File: src/rtl/threshold_monitor_pkg.sv
// Shared types and constants for the threshold monitor: alarm FSM encoding,
// comparator flag bundle and the power-on threshold.
package threshold_monitor_pkg;

   typedef enum logic [1:0] {
      NORMAL  = 2'd0,
      RISING  = 2'd1,
      ALARM   = 2'd2,
      FALLING = 2'd3
   } alarm_state_e;

   typedef struct packed {
      logic gt;
      logic lt;
      logic eq;
   } cmp_flags_t;

   localparam logic [15:0] THR_RST_DEFAULT = 16'h8000;

endpackage

File: src/rtl/threshold_monitor_if.sv
// Sample-in / result-out handshake bundle of the threshold monitor.
// The master side is the sample source and result consumer; the slave side is the monitor.
interface threshold_monitor_if;

   logic        s_valid;
   logic        s_ready;
   logic [15:0] s_data;
   logic        r_valid;
   logic        r_ready;
   logic        r_gt;
   logic        r_lt;
   logic        r_eq;

   modport master (
      output s_valid, s_data, r_ready,
      input  s_ready, r_valid, r_gt, r_lt, r_eq
   );

   modport slave (
      input  s_valid, s_data, r_ready,
      output s_ready, r_valid, r_gt, r_lt, r_eq
   );

endinterface

File: src/rtl/threshold_monitor_comparater_sixteenbit.sv
// Unsigned 16-bit magnitude comparator; exactly one of gt/lt/eq is high.
module comparater_sixteenbit (
   input  logic [15:0] a,
   input  logic [15:0] b,
   output logic        gt,
   output logic        lt,
   output logic        eq
);

   assign gt = (a > b);
   assign lt = (a < b);
   assign eq = (a == b);

endmodule

File: src/rtl/threshold_monitor.sv
// Streams samples against a programmable threshold: one registered gt/lt/eq result
// per sample, saturating outcome counters and a hysteresis-filtered alarm.
module threshold_monitor
   import threshold_monitor_pkg::*;
#(
   parameter int          CW      = 8,
   parameter int          HYST    = 3,
   parameter logic [15:0] THR_RST = THR_RST_DEFAULT
) (
   input  logic                clk,
   input  logic                rst,
   threshold_monitor_if.slave  bus,
   input  logic                thr_load,
   input  logic [15:0]         thr_in,
   input  logic                clear_cnt,
   output logic                alarm,
   output logic [CW-1:0]       cnt_gt,
   output logic [CW-1:0]       cnt_lt,
   output logic [CW-1:0]       cnt_eq
);

   localparam logic [7:0]    HYST_RUN = 8'(HYST);
   localparam logic [CW-1:0] CNT_MAX  = '1;

   logic [15:0]   thr_q, thr_d;
   logic          r_valid_q, r_valid_d;
   cmp_flags_t    flags_q, flags_d;
   logic [CW-1:0] cnt_gt_q, cnt_gt_d;
   logic [CW-1:0] cnt_lt_q, cnt_lt_d;
   logic [CW-1:0] cnt_eq_q, cnt_eq_d;
   alarm_state_e  state_q, state_d;
   logic [7:0]    run_q, run_d;
   logic          alarm_q, alarm_d;

   logic          s_ready;
   logic          acc;
   cmp_flags_t    cmp;

   comparater_sixteenbit u_cmp (
      .a  (bus.s_data),
      .b  (thr_q),
      .gt (cmp.gt),
      .lt (cmp.lt),
      .eq (cmp.eq)
   );

   // Single-entry result buffer: a new sample is taken whenever the slot is empty or draining.
   assign s_ready = ~r_valid_q | bus.r_ready;
   assign acc     = bus.s_valid & s_ready;

   always_comb begin
      thr_d     = thr_q;
      r_valid_d = r_valid_q;
      flags_d   = flags_q;
      if (thr_load) begin
         thr_d = thr_in;
      end
      if (acc) begin
         r_valid_d = 1'b1;
         flags_d   = cmp;
      end else if (bus.r_ready) begin
         r_valid_d = 1'b0;
      end
   end

   always_comb begin
      cnt_gt_d = cnt_gt_q;
      cnt_lt_d = cnt_lt_q;
      cnt_eq_d = cnt_eq_q;
      if (clear_cnt) begin
         cnt_gt_d = '0;
         cnt_lt_d = '0;
         cnt_eq_d = '0;
      end else if (acc) begin
         if (cmp.gt && (cnt_gt_q != CNT_MAX)) cnt_gt_d = cnt_gt_q + 1'b1;
         if (cmp.lt && (cnt_lt_q != CNT_MAX)) cnt_lt_d = cnt_lt_q + 1'b1;
         if (cmp.eq && (cnt_eq_q != CNT_MAX)) cnt_eq_d = cnt_eq_q + 1'b1;
      end
   end

   // A threshold reload restarts the filter, overriding whatever this cycle's sample implies.
   always_comb begin
      state_d = state_q;
      run_d   = run_q;
      if (thr_load) begin
         state_d = NORMAL;
         run_d   = 8'd0;
      end else if (acc) begin
         case (state_q)
            NORMAL: begin
               if (cmp.gt) begin
                  if (HYST == 1) begin
                     state_d = ALARM;
                  end else begin
                     state_d = RISING;
                     run_d   = 8'd1;
                  end
               end
            end
            RISING: begin
               if (cmp.gt) begin
                  if ((run_q + 8'd1) == HYST_RUN) begin
                     state_d = ALARM;
                     run_d   = 8'd0;
                  end else begin
                     run_d = run_q + 8'd1;
                  end
               end else begin
                  state_d = NORMAL;
                  run_d   = 8'd0;
               end
            end
            ALARM: begin
               if (!cmp.gt) begin
                  if (HYST == 1) begin
                     state_d = NORMAL;
                  end else begin
                     state_d = FALLING;
                     run_d   = 8'd1;
                  end
               end
            end
            FALLING: begin
               if (!cmp.gt) begin
                  if ((run_q + 8'd1) == HYST_RUN) begin
                     state_d = NORMAL;
                     run_d   = 8'd0;
                  end else begin
                     run_d = run_q + 8'd1;
                  end
               end else begin
                  state_d = ALARM;
                  run_d   = 8'd0;
               end
            end
            default: begin
               state_d = NORMAL;
               run_d   = 8'd0;
            end
         endcase
      end
      alarm_d = (state_d == ALARM) || (state_d == FALLING);
   end

   always_ff @(posedge clk or posedge rst) begin
      if (rst) begin
         thr_q     <= THR_RST;
         r_valid_q <= 1'b0;
         flags_q   <= '0;
         cnt_gt_q  <= '0;
         cnt_lt_q  <= '0;
         cnt_eq_q  <= '0;
         state_q   <= NORMAL;
         run_q     <= 8'd0;
         alarm_q   <= 1'b0;
      end else begin
         thr_q     <= thr_d;
         r_valid_q <= r_valid_d;
         flags_q   <= flags_d;
         cnt_gt_q  <= cnt_gt_d;
         cnt_lt_q  <= cnt_lt_d;
         cnt_eq_q  <= cnt_eq_d;
         state_q   <= state_d;
         run_q     <= run_d;
         alarm_q   <= alarm_d;
      end
   end

   assign bus.s_ready = s_ready;
   assign bus.r_valid = r_valid_q;
   assign bus.r_gt    = flags_q.gt;
   assign bus.r_lt    = flags_q.lt;
   assign bus.r_eq    = flags_q.eq;
   assign alarm       = alarm_q;
   assign cnt_gt      = cnt_gt_q;
   assign cnt_lt      = cnt_lt_q;
   assign cnt_eq      = cnt_eq_q;

endmodule

File: src/flat_wrapper.sv
// flat-port wrapper written by rule: the top's interface ports become plain ports
module threshold_monitor_flat import threshold_monitor_pkg::*;
#(
   parameter int          CW      = 8,
   parameter int          HYST    = 3,
   parameter logic [15:0] THR_RST = THR_RST_DEFAULT
)
  (clk, rst, thr_load, thr_in, clear_cnt, alarm, cnt_gt, cnt_lt, cnt_eq, bus_s_valid, bus_s_data, bus_r_ready, bus_s_ready, bus_r_valid, bus_r_gt, bus_r_lt, bus_r_eq);
  threshold_monitor_if bus_i ();
  input  logic clk;
  input  logic rst;
  input  logic thr_load;
  input  logic [15:0] thr_in;
  input  logic clear_cnt;
  output logic alarm;
  output logic [CW-1:0] cnt_gt;
  output logic [CW-1:0] cnt_lt;
  output logic [CW-1:0] cnt_eq;
  input wire logic [$bits(bus_i.s_valid)-1:0] bus_s_valid;
  input wire logic [$bits(bus_i.s_data)-1:0] bus_s_data;
  input wire logic [$bits(bus_i.r_ready)-1:0] bus_r_ready;
  output wire logic [$bits(bus_i.s_ready)-1:0] bus_s_ready;
  output wire logic [$bits(bus_i.r_valid)-1:0] bus_r_valid;
  output wire logic [$bits(bus_i.r_gt)-1:0] bus_r_gt;
  output wire logic [$bits(bus_i.r_lt)-1:0] bus_r_lt;
  output wire logic [$bits(bus_i.r_eq)-1:0] bus_r_eq;
  assign bus_i.s_valid = bus_s_valid;
  assign bus_i.s_data = bus_s_data;
  assign bus_i.r_ready = bus_r_ready;
  assign bus_s_ready = bus_i.s_ready;
  assign bus_r_valid = bus_i.r_valid;
  assign bus_r_gt = bus_i.r_gt;
  assign bus_r_lt = bus_i.r_lt;
  assign bus_r_eq = bus_i.r_eq;
  threshold_monitor #(.CW(CW), .HYST(HYST), .THR_RST(THR_RST)) u_core (.clk(clk), .rst(rst), .bus(bus_i), .thr_load(thr_load), .thr_in(thr_in), .clear_cnt(clear_cnt), .alarm(alarm), .cnt_gt(cnt_gt), .cnt_lt(cnt_lt), .cnt_eq(cnt_eq));
endmodule
File: config.mk
export PLATFORM = sky130hd
export DESIGN_NAME = threshold_monitor_flat
export DESIGN_NICKNAME = d
export VERILOG_FILES = /design/src/rtl/threshold_monitor_pkg.sv /design/src/rtl/threshold_monitor_if.sv /design/src/rtl/threshold_monitor_comparater_sixteenbit.sv /design/src/rtl/threshold_monitor.sv /design/src/flat_wrapper.sv
export SDC_FILE = /design/constraint.sdc
export NUM_CORES = 1
export LEC_CHECK = 0
export BUFFER_PORTS_ARGS = -buffer_cell sky130_fd_sc_hd__clkbuf_2
export CAP_MARGIN = 10
export CORE_ASPECT_RATIO = 1.5
export CORE_UTILIZATION = 45
export CTS_CLUSTER_DIAMETER = 120
export CTS_CLUSTER_SIZE = 40
export DETAILED_ROUTE_END_ITERATION = 6
export PLACE_DENSITY = 0.7
export SLEW_MARGIN = 20
export SYNTH_ARGS = -nofsm -noshare
export SYNTH_HDL_FRONTEND = slang
export SYNTH_SLANG_ARGS = --single-unit
File: constraint.sdc
create_clock -name clk -period 2.5 [get_ports clk]
set_input_delay 0.375 -clock clk [delete_from_list [all_inputs] [get_ports clk]]
set_output_delay 0.375 -clock clk [all_outputs]
set_load 0.02 [all_outputs]
Word-level counts from Yosys, hierarchy flattened --
Cells that the tools add are included. W data, S select, Z words.
Operators by class: $add $sub $neg 4, $lt $le $gt $ge 2, equality and inequality tests 12, mux-type cells 28, bitwise gates (word level) 3, reductions and logical operators 15
Operators by type and width (number):
- $mux W8 | 16
- $add A8 B1 Y8 const B | 4
- $pmux W8 S4 | 1
- $ne A8 B8 Y1 const B | 3
- $eq A16 B16 Y1 | 1
- $gt A16 B16 Y1 | 1
- $lt A16 B16 Y1 | 1
- $mux W2 | 8
- $reduce_bool A2 Y1 | 6
- $eq A2 B2 Y1 const B | 4
- $eq A8 B2 Y1 const B | 1
- $pmux W2 S4 | 1
- $ne A3 B3 Y1 const B | 2
- $reduce_and A2 Y1 | 3
- $logic_and A1 B1 Y1 | 3
- $reduce_and A3 Y1 | 1
- $eq A2 B1 Y1 const B | 1
- $logic_not A2 Y1 | 1
- $mux W1 | 2
- $and A1 B1 Y1 | 1
- $logic_or A1 B1 Y1 | 1
- $not A1 Y1 | 1
- $or A1 B1 Y1 | 1
Word-level totals: flip-flop bits (word level) 55, output and inout port bits 30, logic and storage cells 75

Longest topological paths before layout --
Gate-level depths: netlist of run 1.
depth in word-level cells 9, depth in mapped cells 10, gate-level depth less buffers 8

Hierarchy --
A second synthesis of run 1 with hierarchy kept.
Unflattened totals: cells, all modules 313, area total of the unflattened synthesis 3090.5 µm²
By module, submodules not included:
- threshold_monitor | times used 1, cells each 255, area an instance 2677.6 µm², sequential area each 1377.6 µm²
- comparater_sixteenbit | times used 1, cells each 58, area an instance 412.9 µm², sequential area each 0.0 µm²

Worst setup path before layout of run 1 --
Ideal clock, no wire load.
kind register to register, from register u_core.thr_q[15], to register u_core.cnt_gt_q[7], in the netlist u_core.cnt_gt[7], library setup time 0.127 ns, data arrival time 2.236 ns, slack 0.136 ns, cell stages (with the launch flop) 9, path buffers 0, clock period less this slack 2.364 ns, cell sequence dfstp_2 inv_1 ha_1 nand4_1 nor3_2 o21ai_2 a211oi_4 and3b_1 mux2_1
Between the ends: word-level cells in the longest chain between the ends 4
Ends and longest elaborated chain:
- start, declared | line threshold_monitor.sv:25 | logic [15:0] thr_q, thr_d;
- start signal, assigned | line threshold_monitor.sv:157 | thr_q <= thr_d;
- $gt A16 B16 Y1 | line threshold_monitor_comparater_sixteenbit.sv:10 | assign gt = (a > b);
- $logic_and A1 B1 Y1 | line threshold_monitor.sv:75 | if (cmp.gt && (cnt_gt_q != CNT_MAX)) cnt_gt_d = cnt_gt_q + 1'b1;
- $reduce_bool A2 Y1 (no source line)
- $reduce_and A2 Y1 (no source line)
- end signal, assigned | line threshold_monitor.sv:160 | cnt_gt_q <= cnt_gt_d;
- end, declared | line threshold_monitor.sv:28 | logic [CW-1:0] cnt_gt_q, cnt_gt_d;
No other way between the ends. A chain may end at the register's enable or synchronous reset.

Final worst setup path of run 1 --
from register u_core.thr_q[11], to register u_core.run_q[4]
Between the ends: word-level cells in the longest chain between the ends 5, elaborated cells on any way between the ends 9, classes of those cells order compare (1); eq/ne (2); mux (5); reduce/logical (1)
Ends and longest elaborated chain:
- $gt A16 B16 Y1 (*) | line threshold_monitor_comparater_sixteenbit.sv:10
- $mux W8, on equally long branches | line threshold_monitor.sv:124, threshold_monitor.sv:101
- $pmux W8 S4 | line threshold_monitor.sv:89 | case (state_q)
- $mux W8 | line threshold_monitor.sv:88 | end else if (acc) begin
- $mux W8 | line threshold_monitor.sv:85 | if (thr_load) begin
- end signal, assigned | line threshold_monitor.sv:164 | run_q <= run_d;
- end, declared | line threshold_monitor.sv:32 | logic [7:0] run_q, run_d;
Mark *: on every way between the ends. The rest lies on a longest branch, timed or not. The select of a mux whose other input is x is not followed.

==> key figures, run 1 <==
Clock network
  – # clock sinks: 55
  – Number of buffers created by CTS: 5
  – H-tree depth: 2
  – Cts hold-fix bufs: 0
  – CTS tree: done
  – Clock root buffer: clkbuf_8
  – CTS Buffer Depth: 2
  – Skew-Pair Late Insertion Delay: 320 ps
  – Clock transition at path regs: around 90 ps

Pwr
  – Peak supply drop: about 0.29 mV
  – Total Power: between 0.0015 and 0.002 W
  – Leakage: around 1.8 nW
  – Pwr Density: between 400 and 500 mW/mm^2

Yosys
  – Most instantiated cells after synthesis: 54 x dfrtp_1, 39 x nand2_1, 30 x nor2_1
  – Syn Inst Count: 345
  – Synth top area cells: dfrtp_1 41%, ha_1 8.0%, nand2_1 4.5%, o32ai_2 3.5%, nor2_1 3.4%
  – Number of synthesized flops with an enable pin: 0
  – Top_reg_cell synth: dfrtp_1
  – Register bit total from synthesis: 55
  – Top-area cell type share of the netlist area: 0.412
  – Synth warn: 0
  – Synth area leader: dfrtp_1
  – Top-count cell post-synth: dfrtp_1
  – Cell variety after synth: 52
  – Syn_nets: 404
  – Cell Area, Synth: 0.00328 mm^2
  – Syn Area/Cell: around 9.5 um^2
  – Ys async rst share: 1.00
  – Seq/Total Area, Yosys: 0.420

Detailed routing
  – Vias per cell: ~5.5
  – DR vias: 2717
  – First DRT Iteration DRCs: 99
  – Post-Route WL: 6990 um
  – Final ANT Viol Nets: 0
  – First-pass DRT Iterations: 4
  – WL/cell: 14.2 um
  – Remaining routing DRC violations: 0

GRT
  – Antenna violations before repair: 0
  – Total gr overflow: 0
  – Vias in the first global route: approximately 2.6k
  – Largest net degree at the start of global routing: 56
  – First-pass GRT wire length: about 12000 um
  – GRT Total Usage: 0.197

Critical path
  – CP endpoint kind: flop
  – CP Cell Sequence: inv_1 > ha_1 > nand2_1 > o21ai_0 > a221oi_4 > a21oi_2 > mux2_4 > o32ai_2
  – Critical path buffers and inverters: 1
  – Worst Path Class, Setup: reg -> reg
  – Maximum fanout along the worst path: 7
  – CP delay by family, top: compound AO/OA/AOI/OAI gates
  – Crit path DAT: between 2000 and 3000 ps
  – Max incr delay on CP: ~450 ps
  – CP startpoint kind: flop
  – CP max stage cell: a221oi_4
  – Req. time, crit path: between 2000 and 3000 ps

Cells and area
  – Area added between synthesis and finish: 17.2%
  – Filler cell count: 632
  – Nets: around 470
  – Share of cells above drive strength 1: 0.266
  – Design area: 0.00384 mm^2
  – Footprint of the multi-input gates: 0.00177 mm^2
  – Register Area: ~0.0014 mm^2
  – Final cell count without fillers: 492
  – Antenna cells: 0

Timing
  – Final setup TNS: 0 ps
  – Fmax: 425 MHz
  – Min Tclk post-route: around 2400 ps
  – Worst-Margin Slew: 541 ps
  – Crit share post-route: 0.941
  – Final hold viol count: 0
  – Hold Slack: 81.8 ps
  – Max-slew violations: 0
  – Finish-stage setup viols: 0
  – Slew headroom: 0.638
  – Setup Skew: between 5 and 6 ps

Floorplan
  – Chip Height: 107 um
  – Full die area: around 0.0076 mm^2
  – Ports: between 60 and 70
  – Starting Density: 0.472
  – CORE AREA: roughly 0.0069 mm^2
  – Core Rows: 37
  – Die width: about 72 um

Job
  – MaxCap Viol Count: 0

Min path
  – Hold Path Class: in -> async

Placed design
  – Placed instance area: 0.00372 mm^2
  – IO Port Bufs: 67
  – GP Congestion: 0.831
  – Detail Placement HPWL: around 5200 um
  – Placed insts: about 480

Run status
  – Status: completed
==> worst reg2reg max path, cell delays in order, from the launching register on <==
cell      delay [ps]
dfrtp_1          370
inv_1             70
ha_1             240
nand2_1          160
o21ai_0          180
a221oi_4         450
a21oi_2          150
mux2_4           390
o32ai_2          250
==> state kept, by name, indices dropped and copies added, names as in the netlist <==
register	flops
u_core.cnt_eq	8
u_core.bus.r_eq	1
u_core.cnt_gt	8
u_core.thr_q	16
u_core.run_q	8
u_core.cnt_lt	8
u_core.bus.r_lt	1
u_core.alarm	1
u_core.bus.r_gt	1
u_core.bus.r_valid	1
u_core.state_q	2
==> report_power, final <==
| group | leakage, nW | switching (W) | internal [W] |
|---|---|---|---|
| registers | 0.729 | 0.0000242 | 0.000928 |
| logic | 1.07 | 0.000206 | 0.000132 |
| clock network | 0.0422 | 0.000286 | 0.000197 |
==> placed cells by master (no fill, tap or decap), drive strengths merged, types with 2 or more instances in the layout <==
cell type and count:
nand2b 7, dfrtp 54, mux2i 5, a2111oi 4, nor2 30, buf 10
a211oi 2, nor2b 3, a21oi 17, inv 24, nor3 8, nand3b 2
xor2 8, and3b 3, nand4 11, nand3 17, and3 9, mux2 5
clkbuf 74, nand2 39, o21ai 22, and2 2, or3 3, xnor2 10
ha 21, o32ai 7
==> per-stage QoR <==
step | util | setup slack, ps
floorplan | - | 136
global placement | 0.536 | 81.0
detailed placement | 0.536 | 19.7
CTS | 0.548 | 11.0
global route | 0.553 | -1.91
finish | 0.553 | 147
==> layer usage <==
metal	GRT usage	up-vias	wire length [um]
met4	0.0770	0	161
met3	0.0370	11	179
met1	0.229	1329	2930
met5	0	-	0
met2	0.352	40	3720
li1	-	1337	-
==> layout make-up <==
class                   count  area share
inverters                  24      0.0234
well taps                  78      0.0254
clock buffers               7      0.0199
multi-input cells         250       0.461
clock inverters             1     0.00130
flip-flops and latches     55       0.359
repair buffers             77       0.110
==> timing repair <==
| item | 4_1_cts | 5_1_grt |
|---|---|---|
| resized for setup | 1 | 5 |
| pin swaps | 0 | 3 |
| setup buffers | 0 | 0 |
| endpoints found under the setup margin | 1 | 17 |
==> final timing paths <==
check | endpoint | cells past startpoint | startpoint | slack (ps)
worst max-delay path | u_core.run_q[4]$_DFFE_PP0P_ | 8 | u_core.thr_q[11]$_DFFE_PP0P_ | 150
worst min-delay path | u_core.thr_q[13]$_DFFE_PP0P_ | 3 | rst | 80
worst max register to register | u_core.run_q[4]$_DFFE_PP0P_ | 8 | u_core.thr_q[11]$_DFFE_PP0P_ | 150
worst min register to register | u_core.bus.r_eq$_DFFE_PP0P_ | 2 | u_core.bus.r_eq$_DFFE_PP0P_ | 480
max in group asynchronous | u_core.thr_q[15]$_DFFE_PP1P_ | 3 | rst | 2130
min in group clk | u_core.thr_q[7]$_DFFE_PP0P_ | 3 | thr_in[7] | 260
==> logic make-up (layout without fill, tap and decap cells) <==
group / count (synthesis) / after routing / share of synthesized area
AND/OR/NAND/NOR: 140 / 140 / 0.212
AO/OA/AOI/OAI: 61 / 61 / 0.155
flip-flops: 55 / 55 / 0.420
buffers and inverters: 40 / 109 / 0.0515
adder cells (fa/ha/maj): 21 / 21 / 0.0802
XOR/XNOR: 18 / 18 / 0.0481
multiplexers: 10 / 10 / 0.0336
(Power assumes the default switching activity.)
==> run 2: changes to the inputs <==
--- a/config.mk
+++ b/config.mk
@@ -12,6 +12,7 @@
 export CTS_CLUSTER_DIAMETER = 120
 export CTS_CLUSTER_SIZE = 40
 export DETAILED_ROUTE_END_ITERATION = 6
+export MAX_ROUTING_LAYER = met4
 export PLACE_DENSITY = 0.7
 export SLEW_MARGIN = 20
 export SYNTH_ARGS = -nofsm -noshare
==> run 2 against run 1 <==
Net effect:
- routed wire length down 0.29%
- register-to-register slack about the same
- sequential share of layout area unchanged
- final cell count unchanged
- combinational power about the same
- design area unchanged
- die area unchanged
- critical path depth unchanged
- critical endpoint unchanged
- largest power group unchanged
- highest routed layer unchanged
==> key figures, run 2 (same netlist as run 1, synthesis figures left out) <==
Critical path
  – Worst reg2reg setup slack: 150 ps (about the same)
  – CP max stage cell: a221oi_4 (unchanged)
  – FF-to-FF End: u_core.run_q[4]$_DFFE_PP0P_ (unchanged)
  – Critical path buffers and inverters: 1 (unchanged)
  – Worst setup endpoint: u_core.run_q[4]$_DFFE_PP0P_ (unchanged)
  – CP delay by family, top: compound AO/OA/AOI/OAI gates (unchanged)
  – Max incr delay on CP: 450 ps (about the same)
  – CP startpoint kind: flop (unchanged)
  – CP Cell Sequence: inv_1 > ha_1 > nand2_1 > o21ai_0 > a221oi_4 > a21oi_2 > mux2_4 > o32ai_2 (unchanged)
  – Critical R2R Launch: u_core.thr_q[11]$_DFFE_PP0P_ (unchanged)
  – Worst Path Class, Setup: reg -> reg (unchanged)
  – Crit path DAT: 2580 ps (about the same)
  – Req. time, crit path: 2730 ps (about the same)
  – Critical Path Stages: 8 (unchanged)
  – CP Launch Point: u_core.thr_q[11]$_DFFE_PP0P_ (unchanged)
  – Maximum fanout along the worst path: 7 (unchanged)
  – CP endpoint kind: flop (unchanged)
  – FF-to-FF path depth: 8 (unchanged)

Cells and area
  – Most frequent cells in the layout: 67 x clkbuf_2, 54 x dfrtp_1, 39 x nand2_1 (unchanged)
  – Max reg flops: 16 (unchanged)
  – Share of cells above drive strength 1: 0.266 (unchanged)
  – Nets: 472 (unchanged)
  – Register Area: 0.00138 mm^2 (unchanged)
  – Antenna cells: 0 (unchanged)
  – Final core area utilization: 0.553 (unchanged)
  – Area added between synthesis and finish: 17.2% (unchanged)
  – Footprint of the multi-input gates: 0.00177 mm^2 (unchanged)
  – Most flops, register: u_core.thr_q (unchanged)
  – Design area: 0.00384 mm^2 (unchanged)
  – Most common cell after layout, fill and taps aside: clkbuf_2 (unchanged)
  – Filler cell count: 632 (unchanged)

Clock network
  – # clock sinks: 55 (unchanged)
  – Clock transition at path regs: 90 ps (about the same)
  – Number of buffers created by CTS: 5 (unchanged)
  – Post-CTS Setup Bufs: 0 (unchanged)
  – CTS tree: done (unchanged)
  – Clock root buffer: clkbuf_8 (unchanged)
  – H-tree depth: 2 (unchanged)
  – Skew-Pair Late Insertion Delay: 320 ps (about the same)
  – CTS Buffer Depth: 2 (unchanged)

Floorplan
  – CORE AREA: 0.00694 mm^2 (unchanged)
  – Full die area: 0.00764 mm^2 (unchanged)
  – Ports: 68 (unchanged)
  – Chip Height: 107 um (unchanged)
  – Core Rows: 37 (unchanged)
  – Die width: 71.7 um (unchanged)
  – Starting Density: 0.472 (unchanged)

Pwr
  – Pwr Density: 461 mW/mm^2 (was 462 mW/mm^2)
  – Leakage: 1.85 nW (unchanged)
  – Total Power: 0.00177 W (about the same)
  – Peak supply drop: 0.282 mV (was 0.286 mV)

Timing
  – Min Tclk post-route: 2350 ps (about the same)
  – Setup Skew: 6.18 ps (was 5.29 ps)
  – Fmax: 425 MHz (about the same)
  – Slew headroom: 0.635 (was 0.638)
  – Finish-stage setup viols: 0 (unchanged)
  – Crit share post-route: 0.941 (about the same)
  – PnR worst setup slack: 147 ps (about the same)
  – Max-slew violations: 0 (unchanged)
  – Worst-Margin Slew: 547 ps (was 541 ps)
  – Hold Slack: 79.8 ps (was 81.8 ps)
  – Final hold viol count: 0 (unchanged)

Placed design
  – GP Congestion: 0.844 (was 0.831)
  – Placed instance area: 0.00372 mm^2 (unchanged)
  – Post-place setup slack: 19.7 ps (unchanged)
  – Detail Placement HPWL: 5180 um (unchanged)
  – IO Port Bufs: 67 (unchanged)

Detailed routing
  – First-pass DRT Iterations: 4 (unchanged)
  – Remaining routing DRC violations: 0 (unchanged)
  – First DRT Iteration DRCs: 109 (was 99)
  – DR vias: 2709 (was 2717)
  – WL/cell: 14.2 um (about the same)
  – Vias per cell: 5.51 (was 5.52)
  – Final ANT Viol Nets: 0 (unchanged)
  – Post-Route WL: 6970 um (was 6990 um)

Job
  – MaxCap Viol Count: 0 (unchanged)

GRT
  – GRT Total Usage: 0.203 (was 0.197)
  – Largest net degree at the start of global routing: 56 (unchanged)
  – Total gr overflow: 0 (unchanged)
  – Vias in the first global route: 2630 (was 2635)
  – First-pass GRT wire length: 11900 um (about the same)
  – Antenna violations before repair: 0 (unchanged)

Run status
  – Status: completed (unchanged)

Min path
  – Hold Path Class: in -> async (unchanged)
-- run 2: repair_timing --
action,CTS,global route
endpoints found under the setup margin,1,17
pin swaps,0,3
hold buffers,0,0
resized for setup,1,5
-- run 2: area by class of cell --
type | count | share of cell area
Clock inverter | 1 | 0.00130
Clock buffer | 7 | 0.0199
Tap cell | 78 | 0.0254
Inverter | 24 | 0.0234
Timing Repair Buffer | 77 | 0.110
Sequential cell | 55 | 0.359
Multi-Input combinational cell | 250 | 0.461
-- run 2: worst min path at each step --
| stage | cells after the start | start | slack [ps] | to |
|---|---|---|---|---|
| floorplan | 2 | u_core.thr_q[15]$_DFFE_PP1P_ | 460 | u_core.thr_q[15]$_DFFE_PP1P_ |
| global placement | 3 | rst | 430 | u_core.thr_q[2]$_DFFE_PP0P_ |
| detailed placement | 3 | rst | 440 | u_core.thr_q[3]$_DFFE_PP0P_ |
| CTS | 3 | rst | 90 | u_core.thr_q[3]$_DFFE_PP0P_ |
| global route | 3 | rst | 100 | u_core.thr_q[7]$_DFFE_PP0P_ |
| finish | 3 | rst | 80 | u_core.thr_q[13]$_DFFE_PP0P_ |
-- run 2: worst register-to-register path: stages (launching register included) --
cell      delay [ps]
dfrtp_1          370
inv_1             70
ha_1             240
nand2_1          160
o21ai_0          180
a221oi_4         450
a21oi_2          150
mux2_4           390
o32ai_2          250
-- run 2: report_power, final --
| part | leakage (nW) | internal [W] | switching [W] |
|---|---|---|---|
| Clock | 0.0422 | 0.000197 | 0.000286 |
| Sequential | 0.729 | 0.000928 | 0.0000242 |
| Combinational | 1.07 | 0.000132 | 0.000206 |
-- run 2: per-stage QoR --
stage | instances | setup TNS [ps]
floorplan | 345 | 0
global placement | 484 | 0
detailed placement | 484 | 0
CTS | 492 | 0
global route | 492 | -1.91
finish | 492 | 0
-- run 2: routing by layer --
metal  vias up  wire length (um)  global-route usage
met3        11               196              0.0370
met2        40              3740               0.352
met5         -                 0                   -
met1      1321              2880               0.230
met4         0               150              0.0770
li1       1337                 -                   -
==> run 3: changes to the inputs <==
--- a/config.mk
+++ b/config.mk
@@ -5,7 +5,7 @@
 export SDC_FILE = /design/constraint.sdc
 export NUM_CORES = 1
 export LEC_CHECK = 0
-export BUFFER_PORTS_ARGS = -buffer_cell sky130_fd_sc_hd__clkbuf_2
+export BUFFER_PORTS_ARGS = -buffer_cell sky130_fd_sc_hd__buf_4
 export CAP_MARGIN = 10
 export CORE_ASPECT_RATIO = 1.5
 export CORE_UTILIZATION = 45
@@ -13,8 +13,8 @@
 export CTS_CLUSTER_SIZE = 40
 export DETAILED_ROUTE_END_ITERATION = 6
 export MAX_ROUTING_LAYER = met4
-export PLACE_DENSITY = 0.7
-export SLEW_MARGIN = 20
+export PLACE_DENSITY = 0.71
 export SYNTH_ARGS = -nofsm -noshare
 export SYNTH_HDL_FRONTEND = slang
+export SYNTH_HIERARCHICAL = 1
 export SYNTH_SLANG_ARGS = --single-unit
==> run 3 against run 2 <==
Net effect:
- the flow now finishes with violations (setup timing)
- combinational power up 11%
- design area increased by 5.0%
- global-route usage rose by 0.25 points
- worst setup slack worse by 170 ps
- flip-flop and latch count unchanged
- synthesized area is 5.7% lower
- first-iteration DRC count up 4.6%
- critical endpoint is now u_core/run_q[1]$_DFFE_PP0P_
- largest cell class unchanged
- highest routed layer unchanged
==> key figures, run 3 <==
Run status
  – Status: finished with violations (was completed)
  – Failing checks: setup timing

Detailed routing
  – Vias per cell: 5.52 (was 5.51)
  – Post-Route WL: 6670 um (was 6970 um)
  – DR vias: 2602 (was 2709)
  – First-pass DRT Iterations: 4 (unchanged)
  – Remaining routing DRC violations: 0 (unchanged)
  – WL/cell: 14.2 um (about the same)
  – Final ANT Viol Nets: 0 (unchanged)
  – First DRT Iteration DRCs: 114 (was 109)

Clock network
  – H-tree depth: 2 (unchanged)
  – # clock sinks: 55 (unchanged)
  – CTS Buffer Depth: 2 (unchanged)
  – CTS tree: done (unchanged)
  – Clock root buffer: clkbuf_8 (unchanged)
  – Clock transition at path regs: 110 ps (was 90 ps)
  – Number of buffers created by CTS: 5 (unchanged)
  – Skew-Pair Late Insertion Delay: 320 ps (about the same)

Yosys
  – Synth area leader: dfrtp_1 (unchanged)
  – Ys async rst share: 1.00 (unchanged)
  – Syn_nets: 372 (was 404)
  – Synth warn: 6 (was 0)
  – Syn Area/Cell: 9.87 um^2 (was 9.50 um^2)
  – Register bit total from synthesis: 55 (unchanged)
  – Top-count cell post-synth: dfrtp_1 (unchanged)
  – Cell variety after synth: 43 (was 52)
  – Synth top area cells: dfrtp_1 44%, ha_1 8.5%, mux2_2 5.8%, xnor2_1 5.4%, nor2_1 3.4% (was dfrtp_1 41%, ha_1 8.0%, nand2_1 4.5%, o32ai_2 3.5%, nor2_1 3.4%)
  – Syn Inst Count: 313 (was 345)
  – Seq/Total Area, Yosys: 0.446 (was 0.420)
  – Top_reg_cell synth: dfrtp_1 (unchanged)
  – Most instantiated cells after synthesis: 54 x dfrtp_1, 28 x nor2_1, 26 x inv_1 (was 54 x dfrtp_1, 39 x nand2_1, 30 x nor2_1)
  – Cell Area, Synth: 0.00309 mm^2 (was 0.00328 mm^2)
  – Top-area cell type share of the netlist area: 0.437 (was 0.412)
  – Number of synthesized flops with an enable pin: 0 (unchanged)

Pwr
  – Psw: 0.000517 W (was 0.000516 W)
  – Register share of total power: 0.516 (was 0.537)
  – Leakage: 1.82 nW (was 1.85 nW)
  – Peak supply drop: 0.296 mV (was 0.282 mV)
  – Power Internal: 0.00135 W (was 0.00126 W)
  – Pwr Density: 462 mW/mm^2 (was 461 mW/mm^2)
  – Clock share of power: 0.283 (was 0.273)
  – Comb power frac: 0.201 (was 0.190)
  – Sw Share: 0.277 (was 0.291)

Timing
  – Worst-Margin Slew: 586 ps (was 547 ps)
  – Fmax: 397 MHz (was 425 MHz)
  – Min Tclk post-route: 2520 ps (was 2350 ps)
  – Slew headroom: 0.605 (was 0.635)
  – Setup Skew: 13.9 ps (was 6.18 ps)
  – Max-slew violations: 0 (unchanged)
  – Unrepaired setup endpoints after global routing: yes
  – Crit share post-route: 1.01 (was 0.941)
  – Final hold viol count: 0 (unchanged)
  – Finish-stage setup viols: 1 (was 0)
  – PnR worst setup slack: -19.5 ps (was 147 ps)

Critical path
  – CP max stage cell: dfstp_2 (was a221oi_4)
  – Maximum fanout along the worst path: 7 (unchanged)
  – CP startpoint kind: flop (unchanged)
  – Worst Path Class, Setup: reg -> reg (unchanged)
  – Max incr delay on CP: 550 ps (was 450 ps)
  – CP Cell Sequence: inv_2 > ha_4 > buf_4 > a211oi_2 > buf_4 > a31oi_4 > xnor2_2 > or2_1 > or2_4 > a311oi_2 > a21o_1 (was inv_1 > ha_1 > nand2_1 > o21ai_0 > a221oi_4 > a21oi_2 > mux2_4 > o32ai_2)
  – Req. time, crit path: 2760 ps (was 2730 ps)
  – CP endpoint kind: flop (unchanged)
  – Crit path DAT: 2780 ps (was 2580 ps)
  – Top cell by count, worst path: buf_4

Cells and area
  – Most frequent cells in the layout: 81 x buf_4, 54 x dfrtp_1, 27 x nor2_1 (was 67 x clkbuf_2, 54 x dfrtp_1, 39 x nand2_1)
  – Most flops, register: u_core/thr_q (was u_core.thr_q)
  – Final core area utilization: 0.614 (was 0.553)
  – Nets: 453 (was 472)
  – Filler cell count: 565 (was 632)
  – Antenna cells: 0 (unchanged)
  – Area added between synthesis and finish: 30.6% (was 17.2%)
  – Share of cells above drive strength 1: 0.349 (was 0.266)
  – Most common cell after layout, fill and taps aside: buf_4 (was clkbuf_2)
  – Max reg flops: 16 (unchanged)
  – Final cell count without fillers: 471 (was 492)

Placed design
  – GP Congestion: 0.871 (was 0.844)
  – Placed insts: 458 (was 484)
  – Detail Placement HPWL: 4970 um (was 5180 um)
  – IO Port Bufs: 67 (unchanged)

GRT
  – Largest net degree at the start of global routing: 32 (was 56)
  – GRT Total Usage: 0.205 (was 0.203)
  – First-pass GRT wire length: 11400 um (was 11900 um)
  – Antenna violations before repair: 0 (unchanged)
  – Vias in the first global route: 2544 (was 2630)
  – Total gr overflow: 0 (unchanged)

Floorplan
  – Ports: 68 (unchanged)
  – Core Rows: 36 (was 37)
  – CORE AREA: 0.00658 mm^2 (was 0.00694 mm^2)
  – Full die area: 0.00721 mm^2 (was 0.00764 mm^2)
  – Chip Height: 103 um (was 107 um)
  – Die width: 69.7 um (was 71.7 um)
  – Starting Density: 0.470 (was 0.472)

Min path
  – Hold Path Class: in -> reg (was in -> async)

Job
  – MaxCap Viol Count: 0 (unchanged)
[run 3: cell types whose count changed in the layout (fill, tap and decap cells not counted), sizes merged, moves of 6 or more]
cell    before  now
nand2       39   21
xnor2       10   19
o32ai        7    1
clkbuf      74    6
buf         10   82
and3         9    3
mux2         5   16
o21ai       22   13
xor2         8    0
[run 3: worst paths after layout]
kind	startpoint	endpoint	slack, ps	cells after the start
worst max-delay path	u_core/thr_q[15]$_DFFE_PP1P_	u_core/run_q[1]$_DFFE_PP0P_	-20	11
worst min-delay path	thr_in[3]	u_core/thr_q[3]$_DFFE_PP0P_	280	2
worst max register to register	u_core/thr_q[15]$_DFFE_PP1P_	u_core/run_q[1]$_DFFE_PP0P_	-20	11
worst min register to register	u_core/thr_q[9]$_DFFE_PP0P_	u_core/thr_q[9]$_DFFE_PP0P_	510	1
max in group asynchronous	rst	u_core/state_q[1]$_DFF_PP0_	1430	4
min in group asynchronous	rst	u_core/thr_q[11]$_DFFE_PP0P_	480	3
[run 3: worst max-delay path: cells and delay by family, from the launching register on]
| family | cells | cell delay, ps |
|---|---|---|
| XOR/XNOR | 1 | 150 |
| adder cells (fa/ha/maj) | 1 | 240 |
| AO/OA/AOI/OAI | 4 | 640 |
| flip-flops | 1 | 550 |
| buffers and inverters | 3 | 330 |
| AND/OR/NAND/NOR | 2 | 530 |
[run 3: power groups by stage]
stage | clock (W) | sequential [W] | combinational [W]
2_1_floorplan | 0 | 0.000988 | 0.000199
3_3_place_gp | 0 | 0.000978 | 0.000330
3_5_place_dp | 0 | 0.000980 | 0.000339
4_1_cts | 0.000549 | 0.000962 | 0.000352
5_1_grt | 0.000578 | 0.000969 | 0.000418
6_report | 0.000528 | 0.000962 | 0.000374
[run 3: per-layer routing]
metal	up-vias	track usage	share of wire
met2	50	0.363	0.52
met4	0	0.0877	0.024
met5	-	-	0
met1	1267	0.235	0.42
met3	13	0.0291	0.032
li1	1272	-	-
[run 3: timing repair]
action                                 CTS  global route
setup buffers                            1             3
pin swaps                                0             3
hold buffers                             1             0
resized for setup                        7            21
setup endpoints to repair                9            21
endpoints found under the hold margin    4             0
[run 3: stage by stage]
| step | hold WS, ps | worst slack [ps] | total power, W | instance area, um^2 | setup TNS [ps] |
|---|---|---|---|---|---|
| 2_1_floorplan | 438 | -28.6 | 0.00119 | 3150 | -40.6 |
| 3_3_place_gp | 260 | -122 | 0.00131 | 3770 | -839 |
| 3_5_place_dp | 262 | -152 | 0.00132 | 3770 | -1390 |
| 4_1_cts | 270 | -6.96 | 0.00186 | 3910 | -9.81 |
| 5_1_grt | 264 | -146 | 0.00196 | 4040 | -1320 |
| 6_report | 278 | -19.5 | 0.00187 | 4040 | -19.5 |
[run 3: final cells by class]
type	instances	area, um^2	area share
sequential	55	1380	0.341
inverter	26	97.6	0.0242
clock inverter	2	16.3	0.00403
clock buffer	6	82.6	0.0205
timing repair buffer	83	629	0.156
multi-input combinational	223	1740	0.431
tap	76	95.1	0.0236
[run 3: kinds of logic after synthesis]
kind of cell | count (synthesis) | synth area share
buffers and inverters | 35 | 0.0506
xor gates and xnor gates | 19 | 0.0538
DFF | 55 | 0.446
muxes | 20 | 0.0713
adders and majority gates | 21 | 0.0850
AOI/OAI and AO/OA | 51 | 0.110
and+or+nand+nor | 112 | 0.183
